===== config.mk =====
export PLATFORM = sky130hd
export DESIGN_NAME = vnu_param
export DESIGN_NICKNAME = d
export VERILOG_FILES = /design/src/rtl/vnu_param.sv
export SDC_FILE = /design/constraint.sdc
export NUM_CORES = 1
export LEC_CHECK = 0
export CAP_MARGIN = 20
export CORE_MARGIN = 2
export CORE_UTILIZATION = 38
export CTS_CLUSTER_DIAMETER = 60
export DETAILED_ROUTE_END_ITERATION = 12
export DONT_BUFFER_PORTS = 1
export GPL_TIMING_DRIVEN = 0
export MAX_ROUTING_LAYER = met4
export PLACE_DENSITY = 0.6
export REMOVE_ABC_BUFFERS = 1
export SLEW_MARGIN = 20
export SYNTH_ARGS = -nofsm -noshare
export SYNTH_HDL_FRONTEND = slang
export SYNTH_SLANG_ARGS = --single-unit

===== constraint.sdc =====
create_clock -name clk -period 3.4 [get_ports clk]
set_input_delay 0.68 -clock clk [delete_from_list [all_inputs] [get_ports clk]]
set_output_delay 0.68 -clock clk [all_outputs]
set_load 0.01 [all_outputs]

===== src/rtl/vnu_param.sv =====
// Pipelined LDPC variable node unit: sign-magnitude edge messages plus intrinsic LLR in,
// saturated sign-magnitude extrinsic messages, hard decision and saturation flag out.
module vnu_param #(
    parameter int DV    = 3,
    parameter int MSG_W = 5,
    parameter int OUT_W = 6
) (
    input  logic                  clk,
    input  logic                  rst_n,
    input  logic                  en,
    input  logic                  in_valid,
    input  logic                  first_iter,
    input  logic [DV*MSG_W-1:0]   X,
    input  logic [MSG_W-1:0]      Z,
    output logic                  out_valid,
    output logic [DV*OUT_W-1:0]   Y,
    output logic                  hard_decision,
    output logic                  sat_any
);

    localparam int SUM_W = MSG_W + $clog2(DV + 1) + 1;
    // One bit wider than both the sum and the output so |e| and MAXMAG compare without overflow.
    localparam int AW    = ((SUM_W > OUT_W) ? SUM_W : OUT_W) + 1;
    localparam logic [AW-1:0] MAXMAG = {{(AW - OUT_W + 1){1'b0}}, {(OUT_W - 1){1'b1}}};

    function automatic logic signed [SUM_W-1:0] sm_to_tc(input logic [MSG_W-1:0] v);
        logic signed [SUM_W-1:0] mag;
        mag = {{(SUM_W - MSG_W + 1){1'b0}}, v[MSG_W-2:0]};
        return v[MSG_W-1] ? -mag : mag;
    endfunction

    function automatic logic [AW-1:0] abs_w(input logic signed [SUM_W-1:0] e);
        logic signed [AW-1:0] ew;
        ew = {{(AW - SUM_W){e[SUM_W-1]}}, e};
        return ew[AW-1] ? -ew : ew;
    endfunction

    function automatic logic is_sat(input logic signed [SUM_W-1:0] e);
        return abs_w(e) > MAXMAG;
    endfunction

    function automatic logic [OUT_W-1:0] sat_sm(input logic signed [SUM_W-1:0] e);
        logic [AW-1:0] mag;
        mag = abs_w(e);
        if (mag > MAXMAG) begin
            mag = MAXMAG;
        end
        return {e[SUM_W-1] && (mag != '0), mag[OUT_W-2:0]};
    endfunction

    logic signed [SUM_W-1:0] x_p1_d [DV];
    logic signed [SUM_W-1:0] x_p1_q [DV];
    logic signed [SUM_W-1:0] total_p1_d, total_p1_q;
    logic                    vld_p1_q;

    logic [DV*OUT_W-1:0]     y_p2_d, y_p2_q;
    logic                    hd_p2_d, hd_p2_q;
    logic                    sat_p2_d, sat_p2_q;
    logic                    vld_p2_q;

    // Stage 1: sign-magnitude to two's complement, total LLR
    always_comb begin
        total_p1_d = sm_to_tc(Z);
        for (int i = 0; i < DV; i++) begin
            x_p1_d[i]  = first_iter ? '0 : sm_to_tc(X[i*MSG_W +: MSG_W]);
            total_p1_d = total_p1_d + x_p1_d[i];
        end
    end

    always_ff @(posedge clk or negedge rst_n) begin
        if (!rst_n) begin
            x_p1_q     <= '{default: '0};
            total_p1_q <= '0;
            vld_p1_q   <= 1'b0;
        end else if (en) begin
            x_p1_q     <= x_p1_d;
            total_p1_q <= total_p1_d;
            vld_p1_q   <= in_valid;
        end
    end

    // Stage 2: extrinsic subtraction, saturation, hard decision
    always_comb begin
        y_p2_d   = '0;
        sat_p2_d = 1'b0;
        for (int i = 0; i < DV; i++) begin
            y_p2_d[i*OUT_W +: OUT_W] = sat_sm(total_p1_q - x_p1_q[i]);
            sat_p2_d                 = sat_p2_d | is_sat(total_p1_q - x_p1_q[i]);
        end
        hd_p2_d = !total_p1_q[SUM_W-1] && (total_p1_q != '0);
    end

    always_ff @(posedge clk or negedge rst_n) begin
        if (!rst_n) begin
            y_p2_q   <= '0;
            hd_p2_q  <= 1'b0;
            sat_p2_q <= 1'b0;
            vld_p2_q <= 1'b0;
        end else if (en) begin
            y_p2_q   <= y_p2_d;
            hd_p2_q  <= hd_p2_d;
            sat_p2_q <= sat_p2_d;
            vld_p2_q <= vld_p1_q;
        end
    end

    assign Y             = y_p2_q;
    assign hard_decision = hd_p2_q;
    assign sat_any       = sat_p2_q;
    assign out_valid     = vld_p2_q;

endmodule


Word level (Yosys, flattened, before mapping)
Index checks and enable logic that the tools add are counted.
Word-level totals
  register bits after elaboration: 54
  bits of input ports: 25
Operators by class
  order comparisons: 3
  muxes and demuxes: 13
  bitwise operators: 2
  reductions and logical operators: 9
  add/subtract/negate cells: 13
Operators by type and width (count)
  $mux W8: 7
  $mux W9: 6
  $neg A4 Y8: 4
  $gt A9 B5 Y1 const B: 3
  $neg A8 Y9: 3
  $reduce_bool A9 Y1: 3
  $add A8 B8 Y8: 3
  $sub A8 B8 Y8: 3
  $reduce_bool A8 Y1: 1
  $logic_and A1 B1 Y1: 4
  $or A1 B1 Y1: 2
  $logic_not A1 Y1: 1

Longest topological paths before layout
Gate-level depths: netlist of the first run.
  depth in word-level cells: 7
  depth in mapped cells: 16

Worst setup path after synthesis of the first run
OpenSTA, ideal clock, no wires.
  path kind: input to register
  start: input port X[12]
  end: register total_p1_q[7]
  setup slack: -0.210 ns
  path buffers: 0
  arrival time: 3.475 ns
  stages on the path: 13
  data required time: 3.265 ns
  setup time: 0.135 ns
  path through: nor3_1 -> ha_1 -> mux2i_1 -> nor2_1 -> fa_1 -> fa_1 -> ha_1 -> a21o_1 -> a21oi_1 -> o21bai_1 -> a21oi_1 -> xnor2_1 -> a21oi_1
RTL lines
  start: declaration: line 13  | input logic [DV*MSG_W-1:0] X,
  end signal: assignment: line 77  | total_p1_q <= total_p1_d;
  end: declaration: line 53  | logic signed [SUM_W-1:0] total_p1_d, total_p1_q;

==> results.sh, run 1 <==
export IMPL_hold_class="in2async"
export IMPL_peakVddDrop_uv=432
export IMPL_use_met3=0.0248
export IMPL_rsz0062_at_grt="yes"
export IMPL_multiInputGateArea_sq_um=3100
export IMPL_synth_distinct_cells=58
export IMPL_status="completed"
export IMPL_synth_seq_area_share=0.285
export IMPL_ant_nets=0
export IMPL_die_area_sq_um=12700
export IMPL_cts_clk_slew_worst_paths_ps=70
export IMPL_r2r_end="Y[11]$_DFFE_PN0P_"
export IMPL_critPathMaxFanout=3
export IMPL_preCtsSetupSlack_ps=-505
export IMPL_clk_path_buf_depth=2
export IMPL_place_congestion=0.887
export IMPL_path_cells="inv_8 > ha_4 > mux2i_2 > nor2_2 > fa_1 > fa_1 > ha_2 > inv_2 > fa_2 > inv_2 > a21o_1 > a21oi_2 > o21bai_1 > a21oi_1 > xnor2_1 > a21oi_1"
export IMPL_ff2ff_path_depth=8
export IMPL_leakagePower_nw=2.15
export IMPL_seq_area_sq_um=1280
export IMPL_die_w_microns=113
export IMPL_rrSetupSlack_ps=300
export IMPL_synth_edf_count=0
export IMPL_tightest_slew_ps=601
export IMPL_fin_crit_sh=0.985
export IMPL_area_growth_syn_to_layout_pct=10.5
export IMPL_synth_area_leader_cell="dfrtp_1"
export IMPL_fmax_mhz=299
export IMPL_chipHeight_microns=113
export IMPL_io_buffers=0
export IMPL_drc=0
export IMPL_hold_buffers=0
export IMPL_drt_iter0_markers=158
export IMPL_htreeDepth=2
export IMPL_reg2reg_from="total_p1_q[4]$_DFFE_PN0P_"
export IMPL_setup_viol=0
export IMPL_synth_warnings=0
export IMPL_core_sq_um=11500
export IMPL_async_reset_ff_frac=1.00
export IMPL_tritoncts="done"
export IMPL_nets=585
export IMPL_min_period_ps=3350
export IMPL_slowest_stage="fa_1"
export IMPL_p_per_area_nw_per_um2=930
export IMPL_busiest_layer="met2"
export IMPL_met2_usage=0.263
export IMPL_synthCells=506
export IMPL_dp_hpwl_mm=7.47
export IMPL_p_total_w=0.00460
export IMPL_grt_max_degree=83
export IMPL_cts_buffers=5
export IMPL_relSlewSlack=0.599
export IMPL_cp_start_kind="input pin"
export IMPL_clock_skew_ps=4.93
export IMPL_synth_area_per_cell_sq_um=8.85
export IMPL_grt_pass1_vias=3383
export IMPL_arrival_ps=3520
export IMPL_synth_area_sq_um=4480
export IMPL_worst_slack_ps=52.1
export IMPL_grt_usage=0.162
export IMPL_layout_drive_gt1_share=0.136
export IMPL_synthTopCellsByArea="dfrtp_1, ha_1, fa_1"
export IMPL_endpoint_kind="flop"
export IMPL_wire_per_inst_microns=15.2
export IMPL_worstSetupPathType="in2reg"
export IMPL_slew_violations=0
export IMPL_hold_violations=0
export IMPL_initial_utilization=0.391
export IMPL_max_cap_viol_count=0
export IMPL_cts_sinks=51
export IMPL_final_cell_mix="dfrtp_1, nor2_1, nand2_1, inv_1, ha_1"
export IMPL_synth_top_area_share=0.285
export IMPL_cts_root_buf="clkbuf_16"
export IMPL_diodes=0
export IMPL_wirelength_mm=9.87
export IMPL_vias=3495
export IMPL_met1_usage=0.217
export IMPL_io_pins=46
export IMPL_fillers=1109
export IMPL_grt_overflow=0
export IMPL_ys_ff_latch=51
export IMPL_grt_pass1_wl_mm=16.4
export IMPL_synth_main_ff_cell="dfrtp_1"
export IMPL_via_per_inst=5.39
export IMPL_final_common_cell="dfrtp_1"
export IMPL_dr_pass1_iters=4
export IMPL_worstSkewPairLatency_ps=290
export IMPL_antenna_found_initial=0
export IMPL_max_stage_delay_ps=550
export IMPL_cp_required_ps=3580
export IMPL_row_count=39
## layout make-up
class,count,area share
Multi-Input combinational cell,395,0.627
Clock buffer,5,0.0253
Clock inverter,3,0.00885
Sequential cell,51,0.258
Timing Repair Buffer,5,0.00759
Tap cell,143,0.0362
Inverter,47,0.0377
## cells by family after synthesis
family / after synthesis / share of synthesized area
flip-flops: 51 / 0.285
XOR/XNOR: 40 / 0.0782
AND/OR/NAND/NOR: 161 / 0.176
adder cells (fa/ha/maj): 55 / 0.180
multiplexers: 30 / 0.0726
AO/OA/AOI/OAI: 109 / 0.155
buffers and inverters: 60 / 0.0522
## layer usage
metal  vias to the layer above  wire length (microns)
li1                       1756                      -
met1                      1667                   4840
met2                        62                   4550
met3                        10                    352
met4                         0                    123
met5                         -                      0
## what timing repair did
action | CTS | global route
endpoints found under the setup margin | 3 | 8
pin swaps | 15 | 27
buffers inserted | 1 | 4
resized for setup | 14 | 27
endpoints found under the hold margin | 0 | 0
## sequential cells by signal (all words and copies together) (netlist names)
| name | flops |
|---|---|
| x_p1_q | 21 |
| Y | 18 |
| total_p1_q | 8 |
| hard_decision | 1 |
| out_valid | 1 |
| sat_any | 1 |
| vld_p1_q | 1 |
## cell usage after synthesis, types with 2 or more instances
library cell	n
a21o_1	6
xnor2_1	29
a21oi_1	27
inv_1	47
nor4_2	2
o211a_1	2
o21ai_0	30
a21boi_0	2
a211oi_1	4
mux2i_1	13
nor2_1	54
o211ai_1	4
mux2_2	16
xor2_1	11
and2_1	5
nand2_1	39
nand3_1	11
clkbuf_1	11
a31oi_1	12
nand2b_1	6
ha_1	39
o21bai_1	4
nor4_1	4
and3_1	3
dfrtp_1	51
nor2b_1	12
fa_1	16
nor3_1	12
or3_1	5
## through the flow
step / cell area (sq um) / instances / TNS (ps) / utilization / hold WS, ps
final: 4950 / 649 / 0 / 0.432 / 76.8
after global routing: 4950 / 649 / -202 / 0.432 / 66.9
after CTS: 4820 / 645 / -1.59 / 0.420 / 71.5
after detailed placement: 4600 / 636 / -1670 / 0.401 / 386
after global placement: 4600 / 636 / -1620 / 0.401 / 386
after floorplan: 4420 / 493 / -499 / - / 384
## worst max-delay path: cells and delay by family
family,cells,cell delay (ps)
xor+xnor,1,150
mux,1,170
fa+ha+maj,5,1840
buf+inv,3,100
simple gates,1,100
compound gates,5,480
## report_power, final
group | switching, W | leakage (nW) | internal [W]
clock network | 0.000226 | 0.0838 | 0.000347
registers | 0.000204 | 0.588 | 0.000757
logic | 0.00173 | 1.48 | 0.00133
## worst max-delay path by stage
stage | from | end
after floorplan | X[12] | total_p1_q[7]$_DFFE_PN0P_
after global placement | X[10] | total_p1_q[7]$_DFFE_PN0P_
after detailed placement | X[10] | total_p1_q[7]$_DFFE_PN0P_
after CTS | X[10] | total_p1_q[6]$_DFFE_PN0P_
after global routing | X[6] | total_p1_q[7]$_DFFE_PN0P_
final | X[6] | total_p1_q[7]$_DFFE_PN0P_
Note: power is estimated with default switching activity, not from simulation.
==> run 2, diff against run 1 <==
--- a/config.mk
+++ b/config.mk
@@ -11,6 +11,7 @@
 export CTS_CLUSTER_DIAMETER = 60
 export DETAILED_ROUTE_END_ITERATION = 12
 export DONT_BUFFER_PORTS = 1
+export GPL_ROUTABILITY_DRIVEN = 0
 export GPL_TIMING_DRIVEN = 0
 export MAX_ROUTING_LAYER = met4
 export PLACE_DENSITY = 0.6
==> run 2 against run 1 <==
  * Critical path depth unchanged
  * Cell count up 0.62%
  * Flip-flop and latch count unchanged
  * Critical path type unchanged
  * Largest power group unchanged
==> results.sh, run 2 (synthesized netlist as in run 1, its figures left out) <==
export IMPL_status="completed"
export IMPL_layout_drive_gt1_share=0.141
export IMPL_max_cap_viol_count=0
export IMPL_grt_usage=0.162
export IMPL_endpoint_kind="flop"
export IMPL_drc=0
export IMPL_grt_pass1_wl_mm=16.5
export IMPL_grt_max_degree=83
export IMPL_clk_path_buf_depth=2
export IMPL_relSlewSlack=0.591
export IMPL_slew_violations=0
export IMPL_arrival_ps=3500
export IMPL_cts_buffers=5
export IMPL_critPathMaxFanout=2
export IMPL_chipHeight_microns=113
export IMPL_fillers=1103
export IMPL_comb_power_share=0.664
export IMPL_cts_root_buf="clkbuf_16"
export IMPL_worstSkewPairLatency_ps=290
export IMPL_diodes=0
export IMPL_via_per_inst=5.33
export IMPL_fmax_mhz=301
export IMPL_wirelength_mm=9.72
export IMPL_hold_violations=0
export IMPL_switchingPower_w=0.00215
export IMPL_p_per_area_nw_per_um2=926
export IMPL_final_common_cell="dfrtp_1"
export IMPL_min_period_ps=3320
export IMPL_setup_viol=0
export IMPL_core_sq_um=11500
export IMPL_io_pins=46
export IMPL_initial_utilization=0.391
export IMPL_largest_reg_flops=21
export IMPL_tightest_slew_ps=614
export IMPL_dp_hpwl_mm=7.45
export IMPL_crit_path_start="X[0]"
export IMPL_cts_clk_slew_worst_paths_ps=70
export IMPL_die_w_microns=113
export IMPL_hold_class="in2async"
export IMPL_stdcell_area_sq_um=4980
export IMPL_ant_nets=0
export IMPL_grt_overflow=0
export IMPL_cp_required_ps=3580
export IMPL_drt_iter0_markers=159
export IMPL_final_cell_mix="dfrtp_1, nor2_1, inv_1"
export IMPL_setup_tns_ps=0
export IMPL_multiInputGateArea_sq_um=3090
export IMPL_cp_start_kind="input pin"
export IMPL_power_internal_w=0.00246
export IMPL_cts_sinks=51
export IMPL_finish_utilization=0.435
export IMPL_rsz0062_at_grt="yes"
export IMPL_regMostFlops="x_p1_q"
export IMPL_hold_buffers=0
export IMPL_seq_area_sq_um=1280
export IMPL_peakVddDrop_uv=422
export IMPL_die_area_sq_um=12700
export IMPL_seqPwrFrac=0.207
export IMPL_leakagePower_nw=2.17
export IMPL_clock_skew_ps=7.21
export IMPL_htreeDepth=2
export IMPL_dr_pass1_iters=4
export IMPL_area_growth_syn_to_layout_pct=11.3
export IMPL_grt_pass1_vias=3461
export IMPL_vias=3482
export IMPL_antenna_found_initial=0
export IMPL_io_buffers=0
export IMPL_fin_hold_ws_ps=78.7
export IMPL_placed_cell_area_sq_um=4600
export IMPL_nets=589
export IMPL_clockPowerShare=0.128
export IMPL_reg2reg_from="total_p1_q[0]$_DFFE_PN0P_"
export IMPL_wire_per_inst_microns=14.9
export IMPL_tritoncts="done"
export IMPL_fin_crit_sh=0.977
export IMPL_worstSetupPathType="in2reg"
export IMPL_row_count=39
export IMPL_swShare=0.466
-- run 2: timing repair --
item,CTS,global route
resized for setup,19,23
endpoints found under the setup margin,3,8
hold endpoints to repair,0,0
pin swaps,24,23
setup buffers,6,3
-- run 2: final cells by class --
class,instances,area share
multi-input combinational,395,0.620
sequential,51,0.256
inverter,47,0.0384
tap,143,0.0359
clock buffer,6,0.0279
timing repair buffer,9,0.0136
clock inverter,2,0.00778
-- run 2: power groups by stage --
| stage | sequential (W) | combinational (W) | clock (W) |
|---|---|---|---|
| 2_1_floorplan | 0.000899 | 0.00248 | 0 |
| 3_3_place_gp | 0.000975 | 0.00291 | 0 |
| 3_5_place_dp | 0.000978 | 0.00300 | 0 |
| 4_1_cts | 0.000964 | 0.00305 | 0.000608 |
| 5_1_grt | 0.000979 | 0.00347 | 0.000630 |
| 6_report | 0.000957 | 0.00307 | 0.000593 |
-- run 2: final timing paths --
kind | end | slack, ps | cells after the start
max | total_p1_q[7]$_DFFE_PN0P_ | 80 | 16
min | x_p1_q[13]$_DFFE_PN0P_ | 80 | 0
max reg2reg | Y[1]$_DFFE_PN0P_ | 330 | 11
min reg2reg | out_valid$_DFFE_PN0P_ | 510 | 1
max in group asynchronous | Y[13]$_DFFE_PN0P_ | 3220 | 0
min in group clk | x_p1_q[13]$_DFFE_PN0P_ | 490 | 1
-- run 2: routing by layer --
layer | up-vias | wire length (microns) | track usage
met5 | - | 0 | -
met4 | 0 | 78 | 0.0333
met3 | 4 | 412 | 0.0275
met1 | 1639 | 4770 | 0.221
li1 | 1763 | - | -
met2 | 76 | 4460 | 0.257
-- run 2: through the flow --
stage | setup WS [ps] | instances | total power, W
2_1_floorplan | -185 | 493 | 0.00338
3_3_place_gp | -482 | 636 | 0.00388
3_5_place_dp | -506 | 636 | 0.00398
4_1_cts | -2.61 | 650 | 0.00462
5_1_grt | -77.8 | 653 | 0.00508
6_report | 77.5 | 653 | 0.00462
-- run 2: worst max-delay path, cell delays in order --
cell,delay [ps]
inv_4,20
ha_4,220
mux2i_2,160
nor2_2,80
fa_1,500
fa_1,500
ha_2,210
inv_2,50
fa_2,200
inv_1,40
a21o_1,180
a21oi_2,170
o21bai_1,80
a21oi_1,170
xnor2_1,130
a21oi_1,80
==> run 3, diff against run 2 <==
--- a/config.mk
+++ b/config.mk
@@ -7,14 +7,14 @@
 export LEC_CHECK = 0
 export CAP_MARGIN = 20
 export CORE_MARGIN = 2
-export CORE_UTILIZATION = 38
+export CORE_UTILIZATION = 35
 export CTS_CLUSTER_DIAMETER = 60
 export DETAILED_ROUTE_END_ITERATION = 12
 export DONT_BUFFER_PORTS = 1
 export GPL_ROUTABILITY_DRIVEN = 0
 export GPL_TIMING_DRIVEN = 0
 export MAX_ROUTING_LAYER = met4
-export PLACE_DENSITY = 0.6
+export PLACE_DENSITY = 0.57
 export REMOVE_ABC_BUFFERS = 1
 export SLEW_MARGIN = 20
 export SYNTH_ARGS = -nofsm -noshare
==> run 3 against run 2 <==
  * Sequential share of layout area barely moved
  * Core utilization fell by 3.8 points
  * Power fell by 1.8%
  * Clock power fell by 16%
  * Non-clock buffer count did not move
  * Largest power group unchanged
==> results.sh, run 3 (synthesized netlist as in run 1, its figures left out) <==
export IMPL_status="completed"
export IMPL_arrival_ps=3550
export IMPL_ff2ff_path_depth=11
export IMPL_placed_cells=665
export IMPL_final_cell_mix="dfrtp_1, nor2_1, inv_1"
export IMPL_rrSetupSlack_ps=310
export IMPL_fin_crit_sh=0.991
export IMPL_endpoint_kind="flop"
export IMPL_hold_violations=0
export IMPL_hold_class="in2async"
export IMPL_initial_utilization=0.356
export IMPL_crit_path_start="X[10]"
export IMPL_setup_viol=0
export IMPL_grt_pass1_wl_mm=16.1
export IMPL_peakVddDrop_uv=289
export IMPL_max_cap_viol_count=0
export IMPL_setup_tns_ps=0
export IMPL_grt_max_degree=83
export IMPL_dp_hpwl_mm=7.57
export IMPL_antenna_found_initial=0
export IMPL_cp_start_kind="input pin"
export IMPL_p_total_w=0.00453
export IMPL_tightest_slew_ps=590
export IMPL_relSlewSlack=0.607
export IMPL_worstSetupPathType="in2reg"
export IMPL_min_period_ps=3370
export IMPL_regMostFlops="x_p1_q"
export IMPL_die_w_microns=117
export IMPL_dr_pass1_iters=4
export IMPL_ant_nets=0
export IMPL_vias=3503
export IMPL_cts_sinks=51
export IMPL_nets=589
export IMPL_row_count=41
export IMPL_layout_drive_gt1_share=0.131
export IMPL_wirelength_mm=9.88
export IMPL_fmax_mhz=297
export IMPL_cp_required_ps=3580
export IMPL_grt_usage=0.154
export IMPL_rsz0062_at_grt="yes"
export IMPL_die_area_sq_um=13700
export IMPL_cts_root_buf="clkbuf_16"
export IMPL_critPathMaxFanout=2
export IMPL_p_per_area_nw_per_um2=908
export IMPL_clock_skew_ps=5.31
export IMPL_area_growth_syn_to_layout_pct=11.4
export IMPL_largest_reg_flops=21
export IMPL_grt_overflow=0
export IMPL_cts_clk_slew_worst_paths_ps=70
export IMPL_drt_iter0_markers=126
export IMPL_htreeDepth=2
export IMPL_hold_buffers=0
export IMPL_wire_per_inst_microns=14.5
export IMPL_final_instance_count_excl_fill=682
export IMPL_cts_buffers=5
export IMPL_r2r_end="Y[1]$_DFFE_PN0P_"
export IMPL_preCtsSetupSlack_ps=-498
export IMPL_grt_pass1_vias=3354
export IMPL_via_per_inst=5.14
export IMPL_worstSkewPairLatency_ps=290
export IMPL_reg2reg_from="total_p1_q[0]$_DFFE_PN0P_"
export IMPL_chipHeight_microns=117
export IMPL_io_pins=46
export IMPL_diodes=0
export IMPL_final_common_cell="dfrtp_1"
export IMPL_leakagePower_nw=2.14
export IMPL_worst_slack_ps=30.6
export IMPL_drc=0
export IMPL_tritoncts="done"
export IMPL_slew_violations=0
export IMPL_clk_path_buf_depth=2
export IMPL_core_sq_um=12600
export IMPL_io_buffers=0
run 3: area by class of cell:
cell class	count	area [sq um]
sequential	51	1280
timing repair buffer	9	67.6
tap	172	215
inverter	47	196
multi-input combinational	395	3090
clock inverter	2	12.5
clock buffer	6	129
fill	1256	7580
run 3: critical path, stage by stage:
cell and delay [ps]:
inv_8 20, ha_4 250, mux2i_2 60, nor2_2 210, fa_1 470, fa_1 560, ha_2 190, inv_2 40
fa_2 330, inv_1 60, a21o_1 120, a21oi_2 60, buf_4 140, xnor2_1 110, mux2_2 260
run 3: repair_timing:
| action | in CTS | in global routing |
|---|---|---|
| setup buffers | 6 | 3 |
| pin swaps | 23 | 17 |
| setup endpoints to repair | 3 | 8 |
| resized for setup | 13 | 26 |
run 3: power by group:
part	leakage, nW	total, W	switching [W]	internal [W]
Clock	0.0669	0.000497	0.000225	0.000272
Sequential	0.588	0.000947	0.000189	0.000758
Combinational	1.49	0.00309	0.00174	0.00135
run 3: worst max-delay path by stage:
stage,end,slack [ps]
3_5_place_dp,total_p1_q[7]$_DFFE_PN0P_,-500
4_1_cts,total_p1_q[7]$_DFFE_PN0P_,9
6_report,total_p1_q[5]$_DFFE_PN0P_,30
2_1_floorplan,total_p1_q[7]$_DFFE_PN0P_,-190
5_1_grt,total_p1_q[7]$_DFFE_PN0P_,-120
3_3_place_gp,total_p1_q[7]$_DFFE_PN0P_,-480
run 3: routing by layer:
layer / vias up / global-route usage / share of wire
li1: 1762 / - / -
met1: 1659 / 0.205 / 0.49
met2: 75 / 0.241 / 0.45
met3: 7 / 0.0283 / 0.044
met4: 0 / 0.0424 / 0.014
met5: - / - / 0
run 3: per-stage QoR:
step	hold WS (ps)	util	instance area, sq um
6_report	74.9	0.397	4990
5_1_grt	58.5	0.397	4990
4_1_cts	66.0	0.387	4860
3_5_place_dp	386	0.369	4640
3_3_place_gp	386	0.369	4640
2_1_floorplan	384	-	4420
